===== src/rtl/program_loader.sv =====
// program_loader: boot-time instruction memory writer.
// Packs a valid/ready byte stream into big-endian 32-bit words, first byte in
// bits 31:24, and writes them to consecutive word addresses. The CPU is held
// in reset until every requested word has been written.
module program_loader #(
    parameter int MEM_BYTES = 500
) (
    input  logic        clk,
    input  logic        rst,
    input  logic        start,
    input  logic [31:0] base_addr,
    input  logic [15:0] word_count,
    input  logic        in_valid,
    input  logic [7:0]  in_data,
    output logic        in_ready,
    output logic        mem_we,
    output logic [31:0] mem_addr,
    output logic [31:0] mem_wdata,
    output logic        busy,
    output logic        done,
    output logic        error,
    output logic        cpu_hold,
    output logic [7:0]  checksum
);

    localparam logic [2:0] S_IDLE  = 3'd0;
    localparam logic [2:0] S_RECV  = 3'd1;
    localparam logic [2:0] S_WRITE = 3'd2;
    localparam logic [2:0] S_DONE  = 3'd3;
    localparam logic [2:0] S_ERR   = 3'd4;

    logic [2:0]  r_state;
    logic [31:0] r_addr;
    logic [15:0] r_remaining;
    logic [1:0]  r_cnt;
    logic [23:0] r_word;
    logic [7:0]  r_checksum;
    logic [31:0] r_mem_addr;
    logic [31:0] r_mem_wdata;

    logic        w_start_ok;
    logic        w_misaligned;
    logic        w_oob;
    logic [33:0] w_end;
    logic        w_accept;

    // The end address is formed in 34 bits so a huge base or count can never
    // wrap around and slip past the bounds check.
    assign w_end        = {2'b00, base_addr} + {16'b0, word_count, 2'b00};
    assign w_oob        = (w_end > 34'(MEM_BYTES));
    assign w_misaligned = (base_addr[1:0] != 2'b00);
    assign w_start_ok   = start && ((r_state == S_IDLE) || (r_state == S_DONE) ||
                                    (r_state == S_ERR));
    assign w_accept     = (r_state == S_RECV) && in_valid;

    // Control FSM: start checks, byte counting, address/word bookkeeping.
    always_ff @(posedge clk) begin
        if (rst) begin
            r_state     <= S_IDLE;
            r_addr      <= 32'd0;
            r_remaining <= 16'd0;
            r_cnt       <= 2'd0;
            r_checksum  <= 8'd0;
        end else if (w_start_ok) begin
            r_addr      <= base_addr;
            r_remaining <= word_count;
            r_cnt       <= 2'd0;
            r_checksum  <= 8'd0;
            if (w_misaligned || w_oob) begin
                r_state <= S_ERR;
            end else if (word_count == 16'd0) begin
                r_state <= S_DONE;
            end else begin
                r_state <= S_RECV;
            end
        end else begin
            case (r_state)
                S_RECV: begin
                    if (w_accept) begin
                        r_checksum <= r_checksum + in_data;
                        r_cnt      <= r_cnt + 2'd1;
                        if (r_cnt == 2'd3) begin
                            r_state <= S_WRITE;
                        end
                    end
                end
                S_WRITE: begin
                    r_addr      <= r_addr + 32'd4;
                    r_remaining <= r_remaining - 16'd1;
                    r_state     <= (r_remaining == 16'd1) ? S_DONE : S_RECV;
                end
                default: begin
                    r_state <= r_state;
                end
            endcase
        end
    end

    // Word assembly and the registered write port; the port keeps the last
    // written address/data between writes so the memory sees stable values.
    always_ff @(posedge clk) begin
        if (rst) begin
            r_word      <= 24'd0;
            r_mem_addr  <= 32'd0;
            r_mem_wdata <= 32'd0;
        end else if (w_start_ok) begin
            r_word <= 24'd0;
        end else if (w_accept) begin
            r_word <= {r_word[15:0], in_data};
            if (r_cnt == 2'd3) begin
                r_mem_addr  <= r_addr;
                r_mem_wdata <= {r_word, in_data};
            end
        end
    end

    assign in_ready  = (r_state == S_RECV);
    assign mem_we    = (r_state == S_WRITE);
    assign mem_addr  = r_mem_addr;
    assign mem_wdata = r_mem_wdata;
    assign busy      = (r_state == S_RECV) || (r_state == S_WRITE);
    assign done      = (r_state == S_DONE);
    assign error     = (r_state == S_ERR);
    assign cpu_hold  = (r_state != S_DONE);
    assign checksum  = r_checksum;

endmodule

===== config.mk =====
export PLATFORM = sky130hd
export DESIGN_NAME = program_loader
export DESIGN_NICKNAME = d
export VERILOG_FILES = /design/src/rtl/program_loader.sv
export SDC_FILE = /design/constraint.sdc
export NUM_CORES = 1
export LEC_CHECK = 0
export ABC_AREA = 1
export CAP_MARGIN = 20
export CORE_UTILIZATION = 50
export DETAILED_ROUTE_END_ITERATION = 7
export PLACE_DENSITY = 0.75
export SYNTH_ARGS = -nofsm -noshare
export SYNTH_HDL_FRONTEND = slang
export SYNTH_SLANG_ARGS = --single-unit

===== constraint.sdc =====
create_clock -name clk -period 4.6 [get_ports clk]
set_clock_uncertainty 0.05 [all_clocks]
set_input_delay 0.92 -clock clk [delete_from_list [all_inputs] [get_ports clk]]
set_output_delay 0.92 -clock clk [all_outputs]
set_load 0.05 [all_outputs]

==> tab_implementation.tex <==
\begin{tabular}{lr}
\hline
Metric & Value \\
\hline
\multicolumn{2}{l}{\textbf{Die}} \\
\quad I/O pins & approximately 140 \\
\quad Initial core utilization & 51.2\% \\
\quad Core region area & 16,500 µm² \\
\quad Horizontal die dimension & between 100 and 150 µm \\
\quad Number of placement rows & 47 \\
\quad Vertical die dimension & about 130 µm \\
\quad Die Outline Area & $\sim$17,000 µm² \\
\multicolumn{2}{l}{\textbf{Layout}} \\
\quad Antenna fix cells & 0 \\
\quad Fraction of layout instances using a drive strength above 1 & 5.55\% \\
\quad Layout overhead on the synthesized area & 24.8\% \\
\quad Post-Route Utilization & 63.8\% \\
\quad Cell area after layout & roughly 11,000 µm² \\
\quad Nets & 1,517 \\
\multicolumn{2}{l}{\textbf{Synthesis}} \\
\quad Syn\_nets & 1,400 \\
\quad Number of instances in the synthesized netlist & 1,311 \\
\quad Post-synth EDFFs & 0 \\
\quad Fraction of registers with async set or reset after synthesis & 0\% \\
\quad Most instantiated flip-flop cell in the synthesis netlist & dfxtp\_1 \\
\quad Yosys top cell by area & dfxtp\_1 \\
\quad Post-synthesis register bit count & 149 \\
\quad Leading post-synthesis cells by cell area & dfxtp\_1, nand2\_1, inv\_1 \\
\quad Most frequent cell after synthesis & nand2\_1 \\
\quad Top cells by instance count after synthesis & nand2\_1, dfxtp\_1, inv\_1, a21oi\_1, nor2\_1 \\
\quad Cell variety after synth & 36 \\
\quad Total standard cell area after synthesis & $\sim$8500 µm² \\
\quad Sequential area share after synthesis & 35.3\% \\
\quad Portion of synthesized cell area occupied by the leading cell type & approximately a third \\
\quad Yosys warnings & 0 \\
\quad Mapped Avg Cell Area & 6.45 µm² \\
\multicolumn{2}{l}{\textbf{STA}} \\
\quad Final critical path time including I/O delays and setup & 3550 ps \\
\quad Total Negative Setup Slacks & 0 ps \\
\quad Number of failing setup endpoints in the final timing report & 0 \\
\quad Max Slew Vio Count & 0 \\
\quad Highest achievable clock rate & 282 MHz \\
\quad Ratio of final minimum period to clock period & 77.2\% \\
\quad Setup slack of the critical path after layout & 1050 ps \\
\quad Worst Tran Pin Value & between 1000 and 1500 ps \\
\quad Setup repair after global routing missed its margin & no \\
\quad Worst max-slew margin expressed relative to the limit & 33.2\% \\
\quad Hold Fails Final Rpt & 0 \\
\multicolumn{2}{l}{\textbf{Detailed routing}} \\
\quad Residual DRC & 0 \\
\quad Overall via count from detail\_route & 8,652 \\
\quad Total Wirelength & 23,900 µm \\
\quad Via-to-Cell Ratio & 5.21 \\
\quad Total iterations of the first detailed-routing run & 5 \\
\quad Post-detailed-route count of antenna-violating nets & 0 \\
\quad Average wire length per cell after detail routing & $\sim$14 µm \\
\quad Iter 0 DRT Violations & roughly 580 \\
\multicolumn{2}{l}{\textbf{Power}} \\
\quad Leakage component of the power & 0.00475 µW \\
\quad Worst voltage drop across the vdd grid & 275 µV \\
\quad Power density over the cells & 352 nW/µm² \\
\multicolumn{2}{l}{\textbf{Worst hold path}} \\
\quad Count of cells along the worst hold path & 2 \\
\quad Hold Crit Class & reg -> reg \\
\multicolumn{2}{l}{\textbf{CTS}} \\
\quad Root Driver & clkbuf\_16 \\
\quad Buffer count from post-CTS setup fixing & 0 \\
\quad Clock-pin slew on the worst setup and hold paths & about 60 ps \\
\quad Insertion delay to the later sink of the worst-skew pair & 420 ps \\
\quad TritonCTS sink count & between 100 and 150 \\
\quad Post-cts repair resize count & 0 \\
\quad Clock H-tree levels & 4 \\
\quad Number of buffers inserted by hold repair at cts & 0 \\
\quad TritonCTS buffer count & 17 \\
\quad Buffers from clock root to sink, at most & 2 \\
\quad Clock tree from TritonCTS & built \\
\multicolumn{2}{l}{\textbf{Worst setup path}} \\
\quad Data required time of the critical path & 3630 ps \\
\quad WP data arrival & 2580 ps \\
\quad Critical path start-end classification & reg -> out \\
\quad Category of the worst setup path launch point & flop \\
\quad Depth of the most critical reg-to-reg path & 9 \\
\quad Crit path max fanout & 14 \\
\quad Worst setup EP type & output port \\
\multicolumn{2}{l}{\textbf{GRT}} \\
\quad Wire length of the first global-routing pass & 39,100 µm \\
\quad Number of global-route vias before repair & 7,991 \\
\quad Total routing resource utilization after global routing & between 20\% and 30\% \\
\quad Maximum number of pins on one net before global-route repair & between 50 and 60 \\
\quad Remaining global-route overflow & 0 \\
\quad Antenna violations before repair & 0 \\
\multicolumn{2}{l}{\textbf{Placement}} \\
\quad Routability cong. & 0.918 \\
\quad Cell area after placement & 9990 µm² \\
\quad Number of buffers inserted by port buffering & 137 \\
\quad Post-Place Setup Slack & just under 900 ps \\
\quad DPL Wire Length & about 18,000 µm \\
\multicolumn{2}{l}{\textbf{Outcome}} \\
\quad Status & finished clean \\
\multicolumn{2}{l}{\textbf{Flow run}} \\
\quad Max\_cap viols & 0 \\
\hline
\end{tabular}
-- stage by stage --
stage	hold WS [ps]	instances	power [µW]
2_1_floorplan	390	1311	2120
3_3_place_gp	400	1629	2410
3_5_place_dp	405	1629	2430
4_1_cts	414	1661	3720
5_1_grt	429	1661	3900
6_report	412	1661	3720
-- metal layers --
layer	up-vias	GRT usage [%]	wire [µm]
met1	3948	35.5	10600
met2	244	47.6	11600
met4	0	9.24	495
met3	37	4.92	1220
met5	-	0	0
li1	4423	-	-
-- registers in the layout, summed over array words and instances, names as in the netlist --
name / flops
r_remaining: 16
mem_addr: 32
checksum: 8
r_cnt: 2
r_state: 3
r_word: 24
r_addr: 32
mem_wdata: 32
-- cell type report --
type | count | area [µm²]
clock buffer | 18 | 439
timing repair buffer | 146 | 1430
tap | 220 | 275
fill | 1579 | 5980
inverter | 154 | 578
sequential | 149 | 2980
multi-input combinational | 960 | 4720
clock inverter | 14 | 119
-- report_power, final --
part           total, µW  switching (µW)  internal (µW)
Combinational        930             612            318
Sequential          1480             106           1380
Clock               1300             583            721
-- kinds of logic (layout without fill, tap and decap cells) --
group	Yosys count	after routing	share of synthesized area [%]
XOR/XNOR	38	38	3.94
flip-flops	149	149	35.3
buffers and inverters	202	332	9.01
adder cells (fa/ha/maj)	29	29	4.47
AND/OR/NAND/NOR	709	709	35.3
AO/OA/AOI/OAI	184	184	12.0
-- worst max-delay path: stages, from the launching register on --
cell and delay, ps:
dfxtp_1 390, inv_1 100, nor3_2 420, buf_4 310
or2_2 130, clkdlybuf4s50_1 820
-- path summary, 6_finish.rpt --
check | startpoint | end | slack [ps]
max | r_state[1] | busy | 1050
min | mem_addr[31] | mem_addr[31] | 410
max reg2reg | r_state[0] | mem_addr[30] | 1490
min reg2reg | mem_addr[31] | mem_addr[31] | 410
-- placed cells by master, fill, tap and decap left out, types with 2 or more instances in the layout --
master and instances:
a221oi_1 4, clkinv_2 4, nor3_1 24, o21bai_1 2
o211ai_1 3, o21ai_0 45, nand2_2 7, a31oi_1 36
xnor2_1 8, o31ai_1 2, nor4_1 5, nor2_4 4
o221ai_1 2, ha_1 27, clkbuf_16 17, nor2_2 5
fa_1 2, inv_8 2, buf_4 9, nand4_1 20
nand3_1 51, or2_2 3, inv_6 5, inv_1 144
a21oi_1 87, inv_2 10, dfxtp_1 149, nor3_2 3
xor2_1 30, nor3_4 3, nand3b_1 6, clkdlybuf4s50_1 136
nand2_1 498, nor2_1 77
No activity file was read; power rests on OpenSTA's default activity.
